`src/rtl/aes_pkg.sv`:
```
// Shared AES-128 constants, controller state encoding and GF(2^8) doubling helper.
package aes_pkg;
    localparam int AES_NR = 10;
    localparam int AES_KW = 128;
    localparam logic [7:0] RCON_INIT = 8'h01;

    localparam logic [1:0] ST_IDLE   = 2'd0;
    localparam logic [1:0] ST_EXPAND = 2'd1;
    localparam logic [1:0] ST_DONE   = 2'd2;

    typedef enum logic [1:0] {
        S_IDLE   = ST_IDLE,
        S_EXPAND = ST_EXPAND,
        S_DONE   = ST_DONE
    } state_t;

    function automatic logic [7:0] xtime(input logic [7:0] x);
        return {x[6:0], 1'b0} ^ (x[7] ? 8'h1B : 8'h00);
    endfunction
endpackage

```
`src/rtl/aes_key_round.sv`:
```
// Combinational AES-128 key-expansion step: next four words from the previous four and Rcon.
module aes_key_round (
    input  logic [127:0] prev_key,
    input  logic [7:0]   rcon,
    output logic [127:0] next_key
);
    logic [31:0] w0, w1, w2, w3, w4, w5, w6, w7;
    logic [31:0] rot, sub, t;

    assign w0  = prev_key[127:96];
    assign w1  = prev_key[95:64];
    assign w2  = prev_key[63:32];
    assign w3  = prev_key[31:0];
    assign rot = {w3[23:0], w3[31:24]};

    for (genvar g = 0; g < 4; g++) begin : g_sbox
        Sbox u_sbox (
            .byte_val (rot[8*g +: 8]),
            .sub_val  (sub[8*g +: 8])
        );
    end

    assign t  = sub ^ {rcon, 24'h0};
    assign w4 = w0 ^ t;
    assign w5 = w1 ^ w4;
    assign w6 = w2 ^ w5;
    assign w7 = w3 ^ w6;
    assign next_key = {w4, w5, w6, w7};
endmodule

```
`src/rtl/sbox.sv`:
```
// AES forward S-box as a constant lookup; row-major FIPS-197 table, byte 0x00 in the top bits.
module Sbox (
    input  logic [7:0] byte_val,
    output logic [7:0] sub_val
);
    localparam logic [2047:0] SBOX_TBL = {
        128'h637c777bf26b6fc53001672bfed7ab76,
        128'hca82c97dfa5947f0add4a2af9ca472c0,
        128'hb7fd9326363ff7cc34a5e5f171d83115,
        128'h04c723c31896059a071280e2eb27b275,
        128'h09832c1a1b6e5aa0523bd6b329e32f84,
        128'h53d100ed20fcb15b6acbbe394a4c58cf,
        128'hd0efaafb434d338545f9027f503c9fa8,
        128'h51a3408f929d38f5bcb6da2110fff3d2,
        128'hcd0c13ec5f974417c4a77e3d645d1973,
        128'h60814fdc222a908846eeb814de5e0bdb,
        128'he0323a0a4906245cc2d3ac629195e479,
        128'he7c8376d8dd54ea96c56f4ea657aae08,
        128'hba78252e1ca6b4c6e8dd741f4bbd8b8a,
        128'h703eb5664803f60e613557b986c11d9e,
        128'he1f8981169d98e949b1e87e9ce5528df,
        128'h8ca1890dbfe6426841992d0fb054bb16
    };

    // ~byte_val == 255 - byte_val, so this picks entry byte_val counted from the MSB end.
    assign sub_val = SBOX_TBL[{~byte_val, 3'b000} +: 8];
endmodule

```
`src/rtl/aes_key_sched_ctrl.sv`:
```
// Iterative AES-128 key schedule: one shared round unit, 11-entry key store, parallel and indexed read-out.
//   state    | meaning
//   S_IDLE   | no valid schedule, waiting for a key
//   S_EXPAND | writing rk[round] each cycle, rounds 1..10
//   S_DONE   | all round keys valid, a new key may be accepted
module aes_key_sched_ctrl
    import aes_pkg::*;
#(
    parameter int NR = AES_NR,
    parameter int KW = AES_KW
) (
    input  logic                  clk,
    input  logic                  rst,
    input  logic [KW-1:0]         key_in,
    input  logic                  key_valid,
    output logic                  key_ready,
    input  logic                  abort,
    input  logic [3:0]            rd_idx,
    output logic [KW-1:0]         rd_data,
    output logic [(NR+1)*KW-1:0]  rk_all,
    output logic                  busy,
    output logic                  keys_ready
);
    localparam logic [3:0] LAST_IDX = 4'(NR);

    state_t      state;
    logic [3:0]  round;
    logic [7:0]  rcon;
    logic [KW-1:0] prev_key;
    logic [KW-1:0] next_key;
    logic [KW-1:0] rk [0:NR];
    logic        accept;

    assign accept = key_valid & key_ready;

    aes_key_round u_round (
        .prev_key (prev_key),
        .rcon     (rcon),
        .next_key (next_key)
    );

    for (genvar i = 0; i <= NR; i++) begin : g_rk_all
        assign rk_all[KW*i +: KW] = rk[i];
    end

    always_ff @(posedge clk or posedge rst) begin
        if (rst) begin
            state      <= S_IDLE;
            round      <= 4'd0;
            rcon       <= RCON_INIT;
            prev_key   <= '0;
            key_ready  <= 1'b1;
            busy       <= 1'b0;
            keys_ready <= 1'b0;
            rd_data    <= '0;
            for (int i = 0; i <= NR; i++) rk[i] <= '0;
        end else begin
            // Non-blocking read: a same-edge write to rd_idx is seen next cycle.
            rd_data <= (rd_idx <= LAST_IDX) ? rk[rd_idx] : '0;

            case (state)
                S_IDLE, S_DONE: begin
                    if (accept) begin
                        rk[0]      <= key_in;
                        prev_key   <= key_in;
                        round      <= 4'd1;
                        rcon       <= RCON_INIT;
                        keys_ready <= 1'b0;
                        key_ready  <= 1'b0;
                        busy       <= 1'b1;
                        state      <= S_EXPAND;
                    end
                end
                S_EXPAND: begin
                    if (abort) begin
                        state     <= S_IDLE;
                        busy      <= 1'b0;
                        key_ready <= 1'b1;
                    end else begin
                        for (int i = 1; i <= NR; i++)
                            if (round == 4'(i)) rk[i] <= next_key;
                        prev_key <= next_key;
                        rcon     <= xtime(rcon);
                        round    <= round + 4'd1;
                        if (round == LAST_IDX) begin
                            state      <= S_DONE;
                            keys_ready <= 1'b1;
                            busy       <= 1'b0;
                            key_ready  <= 1'b1;
                        end
                    end
                end
                default: state <= S_IDLE;
            endcase
        end
    end
endmodule

```
`config.mk`:
```
export PLATFORM = sky130hd
export DESIGN_NAME = aes_key_sched_ctrl
export DESIGN_NICKNAME = d
export VERILOG_FILES = /design/src/rtl/aes_pkg.sv /design/src/rtl/aes_key_round.sv /design/src/rtl/sbox.sv /design/src/rtl/aes_key_sched_ctrl.sv
export SDC_FILE = /design/constraint.sdc
export NUM_CORES = 2
export LEC_CHECK = 0
export BUFFER_PORTS_ARGS = -buffer_cell sky130_fd_sc_hd__buf_4
export CAP_MARGIN = 20
export CORE_AREA = 8 8 638 640
export CTS_BUF_LIST = sky130_fd_sc_hd__clkbuf_8 sky130_fd_sc_hd__clkbuf_16
export DETAILED_ROUTE_END_ITERATION = 16
export DIE_AREA = 0 0 646 648
export HOLD_SLACK_MARGIN = 0.08
export SYNTH_ARGS = -nofsm -noshare
export SYNTH_HDL_FRONTEND = slang
export SYNTH_SLANG_ARGS = --single-unit
```
`constraint.sdc`:
```
create_clock -name clk -period 105.2 [get_ports clk]
set_input_delay 10.52 -clock clk [delete_from_list [all_inputs] [get_ports clk]]
set_output_delay 10.52 -clock clk [all_outputs]
set_load 0.02 [all_outputs]
```
==> impl_metrics.tcl <==
set metrics [dict create \
    ys_ff_latch 1681 \
    yosys_warnings 0 \
    synth.area.top_cells "dfrtp_1, mux4_2, nand2_1" \
    synth_cell_type_count 105 \
    antenna_found_initial 92 \
    reg2reg_depth 13 \
    synth_compound_area_frac 0.183 \
    io_buffers 1674 \
    grt_max_degree 177 \
    post_cts_buffers 0 \
    rsz0062_at_grt "no" \
    die_y_um 648 \
    synth.area.mux_share 0.121 \
    min_path_type "reg2reg" \
    drv_slew 0 \
    cts.clk_slew.worst_paths_ns 0.06 \
    synth_enable_flop_cells 0 \
    hold_buffers 0 \
    root_buffer "clkbuf_16" \
    clk_latency_ns 0.97 \
    timing.rr.start "prev_key[24]" \
    postSynthCellCount 9469 \
    fp.dieW_um 646 \
    cap_violations 0 \
    fp.coreArea_sq_um 397000 \
    route.detailed.drc 0 \
    routedWlPerCell_um 36.9 \
    grt_usage 0.270 \
    min_to "key_ready" \
    min_from "key_ready" \
    grt_pass1_vias 80800 \
    start_util 0.225 \
    io_pins 1675 \
    htreeDepth 4 \
    dr_total_vias 86700 \
    antenna_left 0 \
    synthArstFlopShare 1.00 \
    startpoint_type "input port" \
    busiest_layer "met2" \
    share_seq_of_total_power 0.426 \
    drive_gt1_frac 0.262 \
    dp_hpwl_um 460000 \
    critPathCaptureType "asynchronous set/reset pin" \
    globalRouteOverflowTotal 0 \
    yosysTopAreaCell "dfrtp_1" \
    clock.fmax_mhz 61.2 \
    cp_max_fo 141 \
    powerDensity_nw_per_um2 13.3 \
    cts_buffers 197 \
    status "finished clean" \
    use_met3 0.101 \
    r2r-end "prev_key[33]" \
    routed_wl_um 595000 \
    post-route-period-util 0.155 \
    synth.yosys.seq_area_share 0.470 \
    yosys.area_share.adder 0.00906 \
    nets 10900 \
    cts_tree "yes" \
    synth_xor_xnor_area_share 0.0227 \
    cts_resized 0 \
    cp.arrival_ns 17.25 \
    switchingPower_w 0.000428 \
    synth_ff_type "dfrtp_1" \
    worst_pin_slew_ns 1.20 \
    intPower_w 0.00110 \
    rows 232 \
    syn-num-nets 9669 \
    cts.sinks 1681 \
    use_met2 0.395 \
    viasPerCell 5.37 \
    grt_pass1_wl_um 780000 \
    worstSetupPathType "in2async" \
    areaGrowthSynthToFinish_pct 28.4 \
    min_path_cells 2 \
    gp_congestion 0.973 \
    skew_ns 0.0984 \
    vdd_drop_max_v 0.0000151 \
    yosysMostFrequentCell "nand2_1" \
    fp.dieArea_sq_um 419000 \
    yosys-top-cells-count "nand2_1, dfrtp_1, o21ai_0" \
    critical_path_required_ns 106.11 \
    drt_iter0_drc 11300 \
    period_needed_ns 16.35 \
    first_pass_iters 6 \
    grtUsageMet1 0.318 \
    synth_top_area_frac 0.470 \
    reg2reg_setup_slack_ns 98.44 \
    fin_setup_tns_ns 0 \
    postSynthAreaPerCell_sq_um 9.45 \
    comb_power_share 0.098 \
    synth_top_family_by_area "compound AO/OA/AOI/OAI gates" \
    cts_buffer_depth 4 \
    slew_headroom 0.194 \
    clkPwrFrac 0.477 \
    p_leak_nw 52.5 \
    finalSetupViolCount 0 \
    sw_frac_of_total 0.279 \
    synth-simple-area-share 0.148 \
    synth_area_sq_um 89500 \
    power_w 0.00153 \
    hold_viol_final 0 \
]
==> sequential cells by signal, indices dropped and copies added, names as in the netlist <==
name,cells
key_ready,1
busy,1
rcon,8
state,2
round,4
keys_ready,1
rd_data,128
rk_all,1408
prev_key,128
==> routing by layer <==
layer,vias up,wire [um],part of all wire
li1,36200,-,-
met1,43900,216000,0.36
met2,5405,249000,0.42
met3,1183,70000,0.12
met4,14,60300,0.10
met5,-,89,0.00015
==> worst max-delay path, cell delays in order <==
cell and delay, ns:
buf_4 0.13, inv_8 0.55, buf_12 0.69, buf_4 0.65, buf_12 0.41, buf_12 0.55
buf_4 0.72, buf_4 0.62, buf_4 0.90, buf_4 0.86
==> power groups by stage <==
stage	registers, W	logic [W]	clock network [W]
after detailed placement	0.000663	0.000149	0
after CTS	0.000651	0.000149	0.000737
after global routing	0.000651	0.000155	0.000761
after floorplan	0.000663	0.0000665	0
after global placement	0.000663	0.000148	0
final	0.000652	0.000150	0.000730
==> layout by cell type, fill, tap and decap left out, types with 45 or more instances in the layout <==
| cell type | Yosys | final |
|---|---|---|
| nor3_1 | 137 | 136 |
| o311ai_0 | 47 | 47 |
| mux2i_1 | 323 | 323 |
| ha_1 | 64 | 64 |
| a21oi_1 | 394 | 394 |
| o211ai_1 | 70 | 70 |
| and2_1 | 49 | 49 |
| xnor2_2 | 7 | 54 |
| nor2b_1 | 96 | 94 |
| o22ai_1 | 174 | 174 |
| nand3_1 | 106 | 104 |
| nand2_1 | 1949 | 1939 |
| or3_1 | 45 | 45 |
| nor2_1 | 407 | 404 |
| clkbuf_8 | 0 | 48 |
| nand2b_1 | 96 | 95 |
| buf_4 | 22 | 1924 |
| inv_1 | 70 | 103 |
| clkbuf_16 | 0 | 199 |
| o21ai_0 | 1449 | 1449 |
| a211oi_1 | 46 | 46 |
| xnor2_1 | 111 | 60 |
| dfrtp_1 | 1679 | 1665 |
| a31oi_1 | 53 | 53 |
| mux4_2 | 325 | 325 |
==> kinds of logic (layout without fill, tap and decap cells) <==
kind of cell	Yosys count	count (layout)
multiplexers	675	675
AND/OR/NAND/NOR	3080	3080
adder cells (fa/ha/maj)	65	65
buffers and inverters	1028	2385
AO/OA/AOI/OAI	2747	2747
XOR/XNOR	193	193
flip-flops	1681	1681
other	0	39
==> worst max-delay path by stage <==
stage | start | to | slack [ns] | cells past startpoint
finish | rst | rk_all[82] | 88.85 | 10
CTS | rst | rk_all[82] | 88.55 | 10
detailed placement | rst | rk_all[211] | 87.62 | 10
global route | rst | rk_all[82] | 87.94 | 10
global placement | rst | rk_all[208] | 87.65 | 10
floorplan | rst | busy | 47.24 | 1
==> cell type report <==
| cell class | count | area (sq um) |
|---|---|---|
| Fill cell | 41900 | 282000 |
| Multi-Input combinational cell | 6760 | 44100 |
| Sequential cell | 1681 | 42100 |
| Timing Repair Buffer | 1945 | 14800 |
| Tap cell | 5265 | 6590 |
| Clock buffer | 247 | 5640 |
| Clock inverter | 113 | 1140 |
| Inverter | 80 | 308 |
| Antenna cell | 39 | 97.6 |
==> stage by stage <==
| stage | utilization | worst slack, ns | instances | cell area (sq um) | hold slack, ns |
|---|---|---|---|---|---|
| 3_3_place_gp | 0.272 | 87.65 | 15700 | 108000 | 0.457 |
| 3_5_place_dp | 0.272 | 87.62 | 15700 | 108000 | 0.461 |
| 6_report | 0.289 | 88.85 | 16100 | 115000 | 0.474 |
| 4_1_cts | 0.289 | 88.55 | 16100 | 115000 | 0.472 |
| 5_1_grt | 0.289 | 87.94 | 16100 | 115000 | 0.498 |
| 2_1_floorplan | - | 47.24 | 9469 | 89500 | 0.470 |
Note: power is estimated with default switching activity, not from simulation.
